==> src/rtl/seg7_scan4_pkg.sv <==
// seg7_scan4_pkg: segment patterns, digit count and scan state type shared by the display scanner.
package seg7_scan4_pkg;
    localparam int N_DIGITS = 4;
    localparam logic [6:0] SEG_0    = 7'h3F;
    localparam logic [6:0] SEG_1    = 7'h06;
    localparam logic [6:0] SEG_2    = 7'h5B;
    localparam logic [6:0] SEG_3    = 7'h4F;
    localparam logic [6:0] SEG_4    = 7'h66;
    localparam logic [6:0] SEG_5    = 7'h6D;
    localparam logic [6:0] SEG_6    = 7'h7D;
    localparam logic [6:0] SEG_7    = 7'h07;
    localparam logic [6:0] SEG_8    = 7'h7F;
    localparam logic [6:0] SEG_9    = 7'h6F;
    localparam logic [6:0] SEG_DASH = 7'h40;
    localparam logic [6:0] SEG_OFF  = 7'h00;
    typedef enum logic {ST_BLANK, ST_DRIVE} state_e;
endpackage

==> src/rtl/seg7_scan4_bcd_to_seg7.sv <==
// bcd_to_seg7: active-high BCD to {g,f,e,d,c,b,a} decoder; nibbles A-F show a dash.
module bcd_to_seg7 import seg7_scan4_pkg::*; (
    input  logic [3:0] bcd_i,
    output logic [6:0] seg_o
);
    always_comb begin
        seg_o = SEG_DASH;
        case (bcd_i)
            4'd0: seg_o = SEG_0;
            4'd1: seg_o = SEG_1;
            4'd2: seg_o = SEG_2;
            4'd3: seg_o = SEG_3;
            4'd4: seg_o = SEG_4;
            4'd5: seg_o = SEG_5;
            4'd6: seg_o = SEG_6;
            4'd7: seg_o = SEG_7;
            4'd8: seg_o = SEG_8;
            4'd9: seg_o = SEG_9;
            default: seg_o = SEG_DASH;
        endcase
    end
endmodule

==> src/rtl/seg7_scan4.sv <==
// seg7_scan4: 4-digit multiplexed 7-segment scanner with blank interval, frame capture,
// leading-zero blanking, per-digit enables and registered, polarity-selectable pins.
module seg7_scan4 import seg7_scan4_pkg::*; #(
    parameter int SCAN_DIV   = 16,
    parameter int BLANK_CYC  = 2,
    parameter bit ACTIVE_LOW = 1'b1
) (
    input  logic                  clk_in,
    input  logic                  rst,
    input  logic [4*N_DIGITS-1:0] bcd_in,
    input  logic [N_DIGITS-1:0]   dp_in,
    input  logic [N_DIGITS-1:0]   digit_en,
    input  logic                  lz_blank,
    output logic [6:0]            seg_out,
    output logic                  dp_out,
    output logic [N_DIGITS-1:0]   an_out
);
    localparam int SW = $clog2(SCAN_DIV);

    logic [SW-1:0]           slot_q, slot_d;
    logic [1:0]              idx_q, idx_d;
    state_e                  state_q, state_d;
    logic [4*N_DIGITS-1:0]   fbcd_q;
    logic [N_DIGITS-1:0]     fdp_q, fen_q;
    logic                    flz_q;
    logic [6:0]              seg_q, seg_d, seg_dec;
    logic                    dpo_q, dpo_d;
    logic [N_DIGITS-1:0]     an_q, an_d;
    logic                    wrap, capture, lit, lz_hit;
    logic [3:0]              nib;

    always_comb begin
        wrap    = slot_q == SW'(SCAN_DIV - 1);
        capture = slot_q == '0 && idx_q == '0;
        slot_d  = wrap ? '0 : slot_q + 1'b1;
        idx_d   = wrap ? idx_q + 1'b1 : idx_q;
        state_d = slot_d < SW'(BLANK_CYC) ? ST_BLANK : ST_DRIVE;
    end

    always_ff @(posedge clk_in or posedge rst) begin
        if (rst) begin
            slot_q  <= '0;
            idx_q   <= '0;
            state_q <= ST_BLANK;
            fbcd_q  <= '0;
            fdp_q   <= '0;
            fen_q   <= '0;
            flz_q   <= 1'b0;
        end else begin
            slot_q  <= slot_d;
            idx_q   <= idx_d;
            state_q <= state_d;
            if (capture) begin
                fbcd_q <= bcd_in;
                fdp_q  <= dp_in;
                fen_q  <= digit_en;
                flz_q  <= lz_blank;
            end
        end
    end

    assign nib = fbcd_q[{idx_q, 2'b00} +: 4];

    bcd_to_seg7 u_dec (
        .bcd_i (nib),
        .seg_o (seg_dec)
    );

    // A digit is a leading zero when it and everything above it is zero; digit 0 always shows.
    always_comb begin
        lz_hit = flz_q && idx_q != 2'd0 && (fbcd_q >> {idx_q, 2'b00}) == '0;
        lit    = state_q == ST_DRIVE && fen_q[idx_q];
        seg_d  = lit && !lz_hit ? seg_dec : SEG_OFF;
        dpo_d  = lit && fdp_q[idx_q];
        an_d   = lit ? 4'b0001 << idx_q : 4'b0000;
    end

    // Polarity is applied only here so the internal logic stays active-high.
    always_ff @(posedge clk_in or posedge rst) begin
        if (rst) begin
            seg_q <= {7{ACTIVE_LOW}};
            dpo_q <= ACTIVE_LOW;
            an_q  <= {N_DIGITS{ACTIVE_LOW}};
        end else begin
            seg_q <= seg_d ^ {7{ACTIVE_LOW}};
            dpo_q <= dpo_d ^ ACTIVE_LOW;
            an_q  <= an_d ^ {N_DIGITS{ACTIVE_LOW}};
        end
    end

    assign seg_out = seg_q;
    assign dp_out  = dpo_q;
    assign an_out  = an_q;
endmodule
==> config.mk <==
export PLATFORM = sky130hd
export DESIGN_NAME = seg7_scan4
export DESIGN_NICKNAME = d
export VERILOG_FILES = /design/src/rtl/seg7_scan4_pkg.sv /design/src/rtl/seg7_scan4_bcd_to_seg7.sv /design/src/rtl/seg7_scan4.sv
export SDC_FILE = /design/constraint.sdc
export NUM_CORES = 1
export LEC_CHECK = 0
export BUFFER_PORTS_ARGS = -buffer_cell sky130_fd_sc_hd__buf_2
export CORE_ASPECT_RATIO = 0.75
export CORE_UTILIZATION = 37
export DETAILED_ROUTE_END_ITERATION = 10
export MAX_ROUTING_LAYER = met4
export PLACE_DENSITY_LB_ADDON = 0.25
export SLEW_MARGIN = 10
export SYNTH_ARGS = -nofsm -noshare
export SYNTH_HDL_FRONTEND = slang
export SYNTH_SLANG_ARGS = --single-unit
export TNS_END_PERCENT = 30
==> constraint.sdc <==
create_clock -name clk_in -period 2.4 [get_ports clk_in]
set_clock_uncertainty 0.05 [all_clocks]
set_input_delay 0.36 -clock clk_in [delete_from_list [all_inputs] [get_ports clk_in]]
set_output_delay 0.36 -clock clk_in [all_outputs]
set_load 0.01 [all_outputs]
Word level (Yosys, flattened, before mapping):

Memories as Yosys holds them, arrays and structs flattened.
Index checks and enable logic that the tools add are counted.

* flip-flop bits (word level): 44
* memory bits (read-only): 112
* input port bits: 27
* output and inout bits: 12
* word-level logic and storage cells: 41
* memories kept: 1

Memory list
* (no name shown): depth 16, width 7, rd ports 1, clocked after memory_dff 0, wr ports 0, RTL line seg7_scan4_bcd_to_seg7.sv:8 `case (bcd_i)`

* add/sub/neg operators: 2
* magnitude comparators: 2
* equal/unequal tests: 1
* shift-type cells: 3
* multiplexer cells: 8
* bitwise gates (word level): 3
* reduce and logical (&&, ||, !) cells: 11

Operator list (number)
* logical NOT 16 bit: 1
* variable part select 16 x 5 -> 4 bit: 1
* >> shifter 16 x 4 -> 16 bit: 1
* two-way mux 4 bit: 2
* two-way mux 7 bit: 1
* NOT 7 bit: 1
* logical AND 1 bit: 6
* adder 4 x 1 -> 4 bit (second input constant): 1
* binary-select mux 1 bit (select 2 bit): 2
* == test 4 bit (second input constant): 1
* logical NOT 4 bit: 1
* less-than comparator 4 x 2 -> 1 bit (second input constant): 1
* NOT 4 bit: 1
* << shifter 1 x 2 -> 4 bit (first input constant): 1
* less-than comparator 2 x 3 -> 1 bit (second input constant): 1
* two-way mux 1 bit: 3
* adder 2 x 1 -> 2 bit (second input constant): 1
* logical NOT 2 bit: 1
* nonzero test 2 bit: 1
* logical NOT 1 bit: 1
* NOT 1 bit: 1

Logic depth before layout (Yosys ltp):

Gate-level depths: netlist (run 1).

* depth in word-level cells: 7
* depth in mapped cells: 8
* depth with buffers taken out: 7

Hierarchy:

A second synthesis (run 1) with hierarchy kept.

* cell total of the unflattened synthesis: 154
* area total of the unflattened synthesis: 2109.5 sq um

By module, submodules not included
* seg7_scan4: times used 1, cells each 125, area each 1876.8 sq um, sequential area each 1116.1 sq um
* bcd_to_seg7: times used 1, cells each 29, area each 232.7 sq um, sequential area each 0.0 sq um

Worst setup path before layout (run 1):

Ideal clock, no wire load.

* path kind: register to register
* start point: register idx_q[0]
* end point: register seg_q[1] (netlist: seg_out[1])
* library setup time: 0.081 ns
* data arrival time: 1.867 ns
* data required time: 2.269 ns
* setup slack: 0.402 ns
* stages on the path, launching flop included: 8
* buffers on the path: 1
* period minus slack after synthesis: 1.998 ns
* cell sequence: dfrtp_1 > buf_6 > mux4_1 > inv_1 > ha_1 > nand2_1 > a211o_1 > o211ai_1

* cells in the longest elaborated chain, start to end: 7
* elaborated cells on any way between the ends: 14
* those cells by class: shift: 2; mux: 3; bitwise: 1; reduce/logical: 7; memory: 1

RTL lines
* from (decl): RTL line seg7_scan4.sv:21 `logic [1:0] idx_q, idx_d;`
* from (signal assigned): RTL line seg7_scan4.sv:51 `idx_q <= idx_d;`
* parallel branches: the longest is 5 deep, another holds memory (16 x 7 bit)
* two-way mux 7 bit (*): RTL line seg7_scan4.sv:73 `seg_d = lit && !lz_hit ? seg_dec : SEG_OFF;`
* NOT 7 bit (no line) (*)
* to (signal assigned): RTL line seg7_scan4.sv:81 `seg_q <= {7{ACTIVE_LOW}};`
* to (signal assigned): RTL line seg7_scan4.sv:85 `seg_q <= seg_d ^ {7{ACTIVE_LOW}};`
* to (decl): RTL line seg7_scan4.sv:26 `logic [6:0] seg_q, seg_d, seg_dec;`

Every way passes the cells marked *. The select of a mux whose other input is x is not followed.
A chain may end at the register's enable or synchronous reset.

Final worst setup path (run 1):

* start point: register idx_q[0]
* end point: register seg_q[3] (netlist: seg_out[3])

Same word-level chain as after synthesis.

==> results of run 1 <==
-- stage by stage --
| step | total power, mW | hold WS, ns |
|---|---|---|
| 2_1_floorplan | 0.845 | 0.399 |
| 3_3_place_gp | 0.881 | 0.412 |
| 3_5_place_dp | 0.887 | 0.443 |
| 4_1_cts | 1.43 | 0.170 |
| 5_1_grt | 1.49 | 0.229 |
| 6_report | 1.41 | 0.155 |
-- kinds of logic (layout without fill, tap and decap cells) --
group,count (synthesis),in the layout,synth area share
buffers and inverters,17,62,0.0405
flip-flops,44,44,0.547
multiplexers,32,32,0.215
AND/OR/NAND/NOR,25,25,0.0638
XOR/XNOR,2,2,0.00859
adder cells (fa/ha/maj),11,11,0.0674
AO/OA/AOI/OAI,18,18,0.0576
-- sequential cells by signal (all words and copies together) (netlist names) --
name	cells
fbcd_q	16
seg_out	7
an_out	4
fdp_q	4
fen_q	4
slot_q	4
idx_q	2
dp_out	1
flz_q	1
state_q	1
-- cell type report --
class,count,area [sq um]
clock buffers,6,72.6
clock inverters,2,35.0
fillers,517,2900
inverters,12,45.0
multi-input cells,88,842
flip-flops and latches,44,1120
well taps,75,93.8
repair buffers,42,220
-- per-layer routing --
| metal | global-route usage | share of wire | vias up | wire [um] |
|---|---|---|---|---|
| met5 | - | 0 | - | 0 |
| met4 | 0.0369 | 0.0037 | 0 | 14 |
| met1 | 0.205 | 0.48 | 662 | 1800 |
| met3 | 0.0412 | 0.055 | 2 | 209 |
| li1 | - | - | 619 | - |
| met2 | 0.238 | 0.46 | 38 | 1750 |
-- power by group --
part / internal (mW) / switching [mW] / total (mW)
Clock: 0.309 / 0.235 / 0.544
Sequential: 0.763 / 0.0160 / 0.779
Combinational: 0.0487 / 0.0428 / 0.0915
-- path summary, 6_finish.rpt --
path	slack (ns)	cells past startpoint	end
min in group clk_in	0.25	2	fdp_q[1]
max	0.38	6	seg_out[3]
min reg2reg	0.45	1	slot_q[0]
min	0.16	3	flz_q
max in group asynchronous	1.78	3	fbcd_q[2]
max reg2reg	0.38	6	seg_out[3]
-- worst max-delay path: cells and delay by family, from the launching register on --
family                   cells  cell delay (ns)
multiplexers                 1             0.62
AO/OA/AOI/OAI                2             0.50
flip-flops                   1             0.40
adder cells (fa/ha/maj)      1             0.19
buffers and inverters        1             0.13
AND/OR/NAND/NOR              1             0.06
-- placed cells by master (no fill, tap or decap), drive strengths merged, types with 2 or more instances in the layout --
| cell | instances |
|---|---|
| a21oi | 5 |
| ha | 11 |
| dfrtp | 32 |
| nor3 | 2 |
| mux2 | 26 |
| clkbuf | 6 |
| nand2 | 7 |
| o211ai | 6 |
| inv | 12 |
| nor4 | 3 |
| nand3 | 2 |
| o21ai | 2 |
| nor2 | 6 |
| and2 | 3 |
| dfstp | 12 |
| mux4 | 6 |
| buf | 42 |
==> results.txt, run 1 <==
----------------------------------------------------
[GRT]
  Gr usage total ... 0.155
  Initial antenna violation count ... 0
  Largest net degree at the start of global routing ... 45
  Vias in the first global route ... 1,336
  Wire length of the first global-routing pass ... 6.57 mm
  Overflow left after global routing ... 0

[Synth]
  Number of warnings reported in the yosys synthesis log ... 0
  Number of library cell types mapped by synthesis ... 30
  Main synth FF type ... dfrtp_1
  Seq cells post-synth ... 44
  Main area contributors after synthesis ... dfrtp_1, dfstp_2, mux2_2, ha_1, mux4_1
  Mapped Cells ... 149
  Biggest area consumer among synthesized cells ... dfrtp_1
  Mean area per synthesized cell ... 13.7 sq um
  Register area share after synthesis ... 0.547
  Number of enable-type register cells in the synthesized netlist ... 0
  Count leader, synth ... dfrtp_1
  Top cell types by occurrence after synthesis ... dfrtp_1, mux2_2, dfstp_2, inv_1, ha_1
  Ys async rst share ... 1.00
  Net count of the mapped netlist ... 187
  Cell area after synthesis ... 2040 sq um
  Area share of the largest cell type after synthesis ... 0.392

[Place]
  Number of port buffers ... 38
  Final weighted congestion in routability-driven placement ... 0.798
  Placed Area ... 2320 sq um
  DP Wirelength ... 2.90 mm
  Number of cells after detailed placement ... 261
  Placement Setup Slack ... 0.374 ns

[CTS]
  Clock buffer depth ... 2
  Count of hold buffers inserted by post-cts repair ... 0
  Clock slew seen by the registers of the worst setup and hold paths ... 0.08 ns
  Root buffer selected by CTS ... clkbuf_8
  Later-pin clock latency in the skew report ... 0.28 ns
  Post-CTS Resized ... 0
  Sink count of the clock tree ... 44
  Level count of the clock H-tree ... 2
  Setup fix buffers added after clock tree synthesis ... 0
  CTS Buf Count ... 5
  Clock tree from TritonCTS ... done

[Power]
  Power density cells ... 583 nW/um^2
  Leakage power total ... 1.07 nW
  Worst supply voltage drop on vdd ... 258 uV

[Min path]
  Type of the tightest min-delay check ... in2async

[Worst setup path]
  Data arrival time of the critical path ... 2.18 ns
  Maximum fanout count along the critical path ... 7
  Crit Path Class ... reg2reg
  Critical path capture point type ... flip-flop
  Required time worst endpoint ... 2.56 ns
  Ordered cell list for the critical path ... mux4_1 > inv_1 > ha_1 > nand2_1 > a211o_1 > o211ai_1
  Critical path's largest stage delay ... 0.62 ns
  Crit path launch ... idx_q[0]
  CP startpoint kind ... flip-flop
  Critical path's slowest cell ... mux4_1
  FF-to-FF Start ... idx_q[0]

[Timing]
  Setup Total Neg Slack ... 0 ns
  Min Clock Period, post-route ... 2.02 ns
  Setup-violating endpoint count in the final report ... 0
  Fin. max-slew vios ... 0
  Min setup slack post-route ... 0.376 ns
  RSZ-0062 raised after global routing ... false
  Worst rel slew slack ... 0.643
  Maximum operating frequency ... 0.494 GHz
  Post-route clock period utilization ... 0.843
  Tightest Pin Transition ... 0.536 ns
  Number of failing hold endpoints at the final stage ... 0

[Detailed routing]
  Detailed Route WL ... 3.78 mm
  Routed wirelength normalized by instance count ... 14.0 um
  Residual DRC ... 0
  Number of vias after detailed routing ... 1,321
  Initial DRC Count ... 56
  Antenna-violating nets left ... 0
  First-pass DRT Iterations ... 4
  Vias per inst ... 4.91

[Floorplanning]
  Core footprint ... 5320 sq um
  Total Die Area ... 5820 sq um
  Die Span Y ... 66.3 um
  Standard-cell rows ... 23
  Initial Utilization ... 0.383
  Die Wd ... 87.8 um
  Count of boundary I/O pins ... 39

[Run]
  Reported max-cap violation count ... 0

[Run status]
  Run status ... completed

[Final layout]
  Number of antenna diodes ... 0
  Share of post-route cells with drive strength above 1 ... 0.479
  Final core occ ... 0.455
  Layout Area Growth over Synthesis ... 18.8%
  Post-layout nets ... 231
  Final design area excluding fillers ... 2420 sq um
  Final instance count without filler cells ... 269

----------------------------------------------------
Note: power is estimated with default switching activity, not from simulation.
==> run 2, diff against run 1 <==
Clock period 2.4 ns to 1.9 ns, I/O delays scaled along.
==> run 2 against run 1 <==
Worst setup slack got worse by 0.36 ns. Non-clock buffer count rose by 15. Clock power rose by 1%. Flip-flop and latch count did not move. Worst hold slack got worse by 0.087 ns. Sequential power rose by 27%. Count of clock-buffer cells in the layout did not move. Power rose by 19%. Cell count rose by 5.2%. Critical path depth fell by 1. First-iteration DRC count fell by 3.6%. Critical path type unchanged. Largest power group unchanged. Utilization rose by 4.4 points.
==> results.txt, run 2 (synthesis gave the netlist of run 1 again) <==
----------------------------------------------------
[Run status]
  Run status ... completed

[Worst setup path]
  Crit Path Class ... reg2reg
  CP startpoint kind ... flip-flop
  Terminus of the critical flop-to-flop path ... seg_out[3]
  Data arrival time of the critical path ... 2.04 ns
  FF-to-FF Start ... idx_q[0]
  Maximum fanout count along the critical path ... 8
  Required time worst endpoint ... 2.06 ns
  R2R Setup Slk ... 0.02 ns
  R2r worst-path depth ... 5
  Critical path capture point type ... flip-flop

[Power]
  Power density cells ... 631 nW/um^2
  Total net switching power ... 0.390 mW
  Switching share of power ... 0.232
  Power share of the combinational group ... 0.084
  Worst supply voltage drop on vdd ... 290 uV
  Leakage power total ... 1.14 nW
  Clock Power Share ... 0.329
  P_int ... 1.29 mW
  Sequential Power Share ... 0.587

[Place]
  Placed Area ... 2370 sq um
  Number of port buffers ... 38
  Final weighted congestion in routability-driven placement ... 0.798
  Number of cells after detailed placement ... 265
  DP Wirelength ... 3.00 mm

[Detailed routing]
  Antenna-violating nets left ... 0
  Residual DRC ... 0
  Detailed Route WL ... 4.60 mm
  Number of vias after detailed routing ... 1,405
  Vias per inst ... 4.96
  First-pass DRT Iterations ... 4
  Routed wirelength normalized by instance count ... 16.3 um
  Initial DRC Count ... 54

[Timing]
  RSZ-0062 raised after global routing ... true
  Min Clock Period, post-route ... 1.88 ns
  Number of failing hold endpoints at the final stage ... 0
  Post-route clock period utilization ... 0.991
  Worst rel slew slack ... 0.637
  Post-Route Hold Slack ... 0.0680 ns
  Setup Total Neg Slack ... 0 ns
  Tightest Pin Transition ... 0.544 ns
  Setup-violating endpoint count in the final report ... 0
  Maximum operating frequency ... 0.531 GHz
  Fin. max-slew vios ... 0

[GRT]
  Initial antenna violation count ... 0
  Overflow left after global routing ... 0
  Gr usage total ... 0.169
  Largest net degree at the start of global routing ... 45
  Wire length of the first global-routing pass ... 6.92 mm
  Vias in the first global route ... 1,388

[CTS]
  CTS Buf Count ... 5
  Root buffer selected by CTS ... clkbuf_8
  Sink count of the clock tree ... 44
  Later-pin clock latency in the skew report ... 0.30 ns
  Clock tree from TritonCTS ... done
  Count of hold buffers inserted by post-cts repair ... 0
  Level count of the clock H-tree ... 2
  Clock buffer depth ... 2
  Clock slew seen by the registers of the worst setup and hold paths ... 0.08 ns

[Floorplanning]
  Die Wd ... 87.8 um
  Initial Utilization ... 0.383
  Standard-cell rows ... 23
  Total Die Area ... 5820 sq um
  Die Span Y ... 66.3 um
  Core footprint ... 5320 sq um
  Count of boundary I/O pins ... 39

[Final layout]
  Final instance count without filler cells ... 283
  Share of post-route cells with drive strength above 1 ... 0.591
  Top library cells by usage in the layout, fill and taps aside ... buf_2, dfrtp_1, mux2_2, dfstp_2, buf_4
  Max reg flops ... 16
  Leading cell type in the layout, fill and taps excluded ... buf_2
  Register with the highest flop count ... fbcd_q
  Post-layout nets ... 246
  Number of antenna diodes ... 0
  Final core occ ... 0.500
  Layout Area Growth over Synthesis ... 30.4%
  Final design area excluding fillers ... 2660 sq um
  # fillers ... 479

[Min path]
  Type of the tightest min-delay check ... in2async

[Run]
  Reported max-cap violation count ... 0

----------------------------------------------------
run 2: cell count changes in the layout (fill, tap and decap cells not counted), moves of 3 or more:
| cell | previous run | this run |
|---|---|---|
| buf_4 | 4 | 12 |
| ha_1 | 11 | 7 |
| ha_4 | 0 | 4 |
| buf_6 | 0 | 4 |
| inv_1 | 12 | 8 |
| inv_2 | 0 | 3 |
run 2: worst max-delay path by stage:
| stage | from | end | slack (ns) | depth (start not counted) |
|---|---|---|---|---|
| final | idx_q[0] | seg_out[3] | 0.02 | 5 |
| after global routing | idx_q[0] | seg_out[3] | -0.06 | 5 |
| after CTS | idx_q[0] | seg_out[0] | 0.001 | 6 |
| after detailed placement | idx_q[0] | seg_out[0] | -0.05 | 6 |
| after global placement | idx_q[0] | seg_out[0] | 0.05 | 6 |
| after floorplan | idx_q[0] | seg_out[0] | 0.01 | 7 |
run 2: critical path: stages, from the launching register on:
cell and delay, ns:
dfrtp_2 0.43, buf_6 0.14, mux4_2 0.61, o21bai_2 0.26, a21oi_1 0.18, o211ai_1 0.12
run 2: cell type report:
class	instances	area (sq um)	area share
flip-flops and latches	44	1120	0.420
multi-input cells	88	930	0.349
repair buffers	57	395	0.149
well taps	75	93.8	0.0353
clock buffers	6	72.6	0.0273
inverters	12	47.5	0.0179
clock inverters	1	5.00	0.00188
run 2: stage by stage:
step | worst slack, ns | power (mW)
2_1_floorplan | 0.0127 | 1.07
3_3_place_gp | 0.0483 | 1.12
3_5_place_dp | -0.0492 | 1.12
4_1_cts | 0.00142 | 1.68
5_1_grt | -0.0598 | 1.76
6_report | 0.0168 | 1.68
run 2: what timing repair did:
action | in CTS | in global routing
endpoints found under the hold margin | 0 | 0
setup buffers | 3 | 5
resized for setup | 3 | 18
endpoints found under the setup margin | 23 | 32
pin swaps | 2 | 6
gates cloned | 0 | 3
run 2: routing by layer:
metal  wire length (um)  vias up  track usage
met4                103        0       0.0861
met1               2060      705        0.218
met3                266        8       0.0387
li1                   -      644            -
met5                  0        -            -
met2               2170       48        0.248
run 2: power by group through the flow:
stage / logic, mW / clock network (mW) / registers, mW
6_report: 0.141 / 0.552 / 0.986
5_1_grt: 0.157 / 0.609 / 0.990
4_1_cts: 0.126 / 0.568 / 0.985
3_5_place_dp: 0.119 / 0 / 1.00
3_3_place_gp: 0.115 / 0 / 1.00
2_1_floorplan: 0.0779 / 0 / 0.993
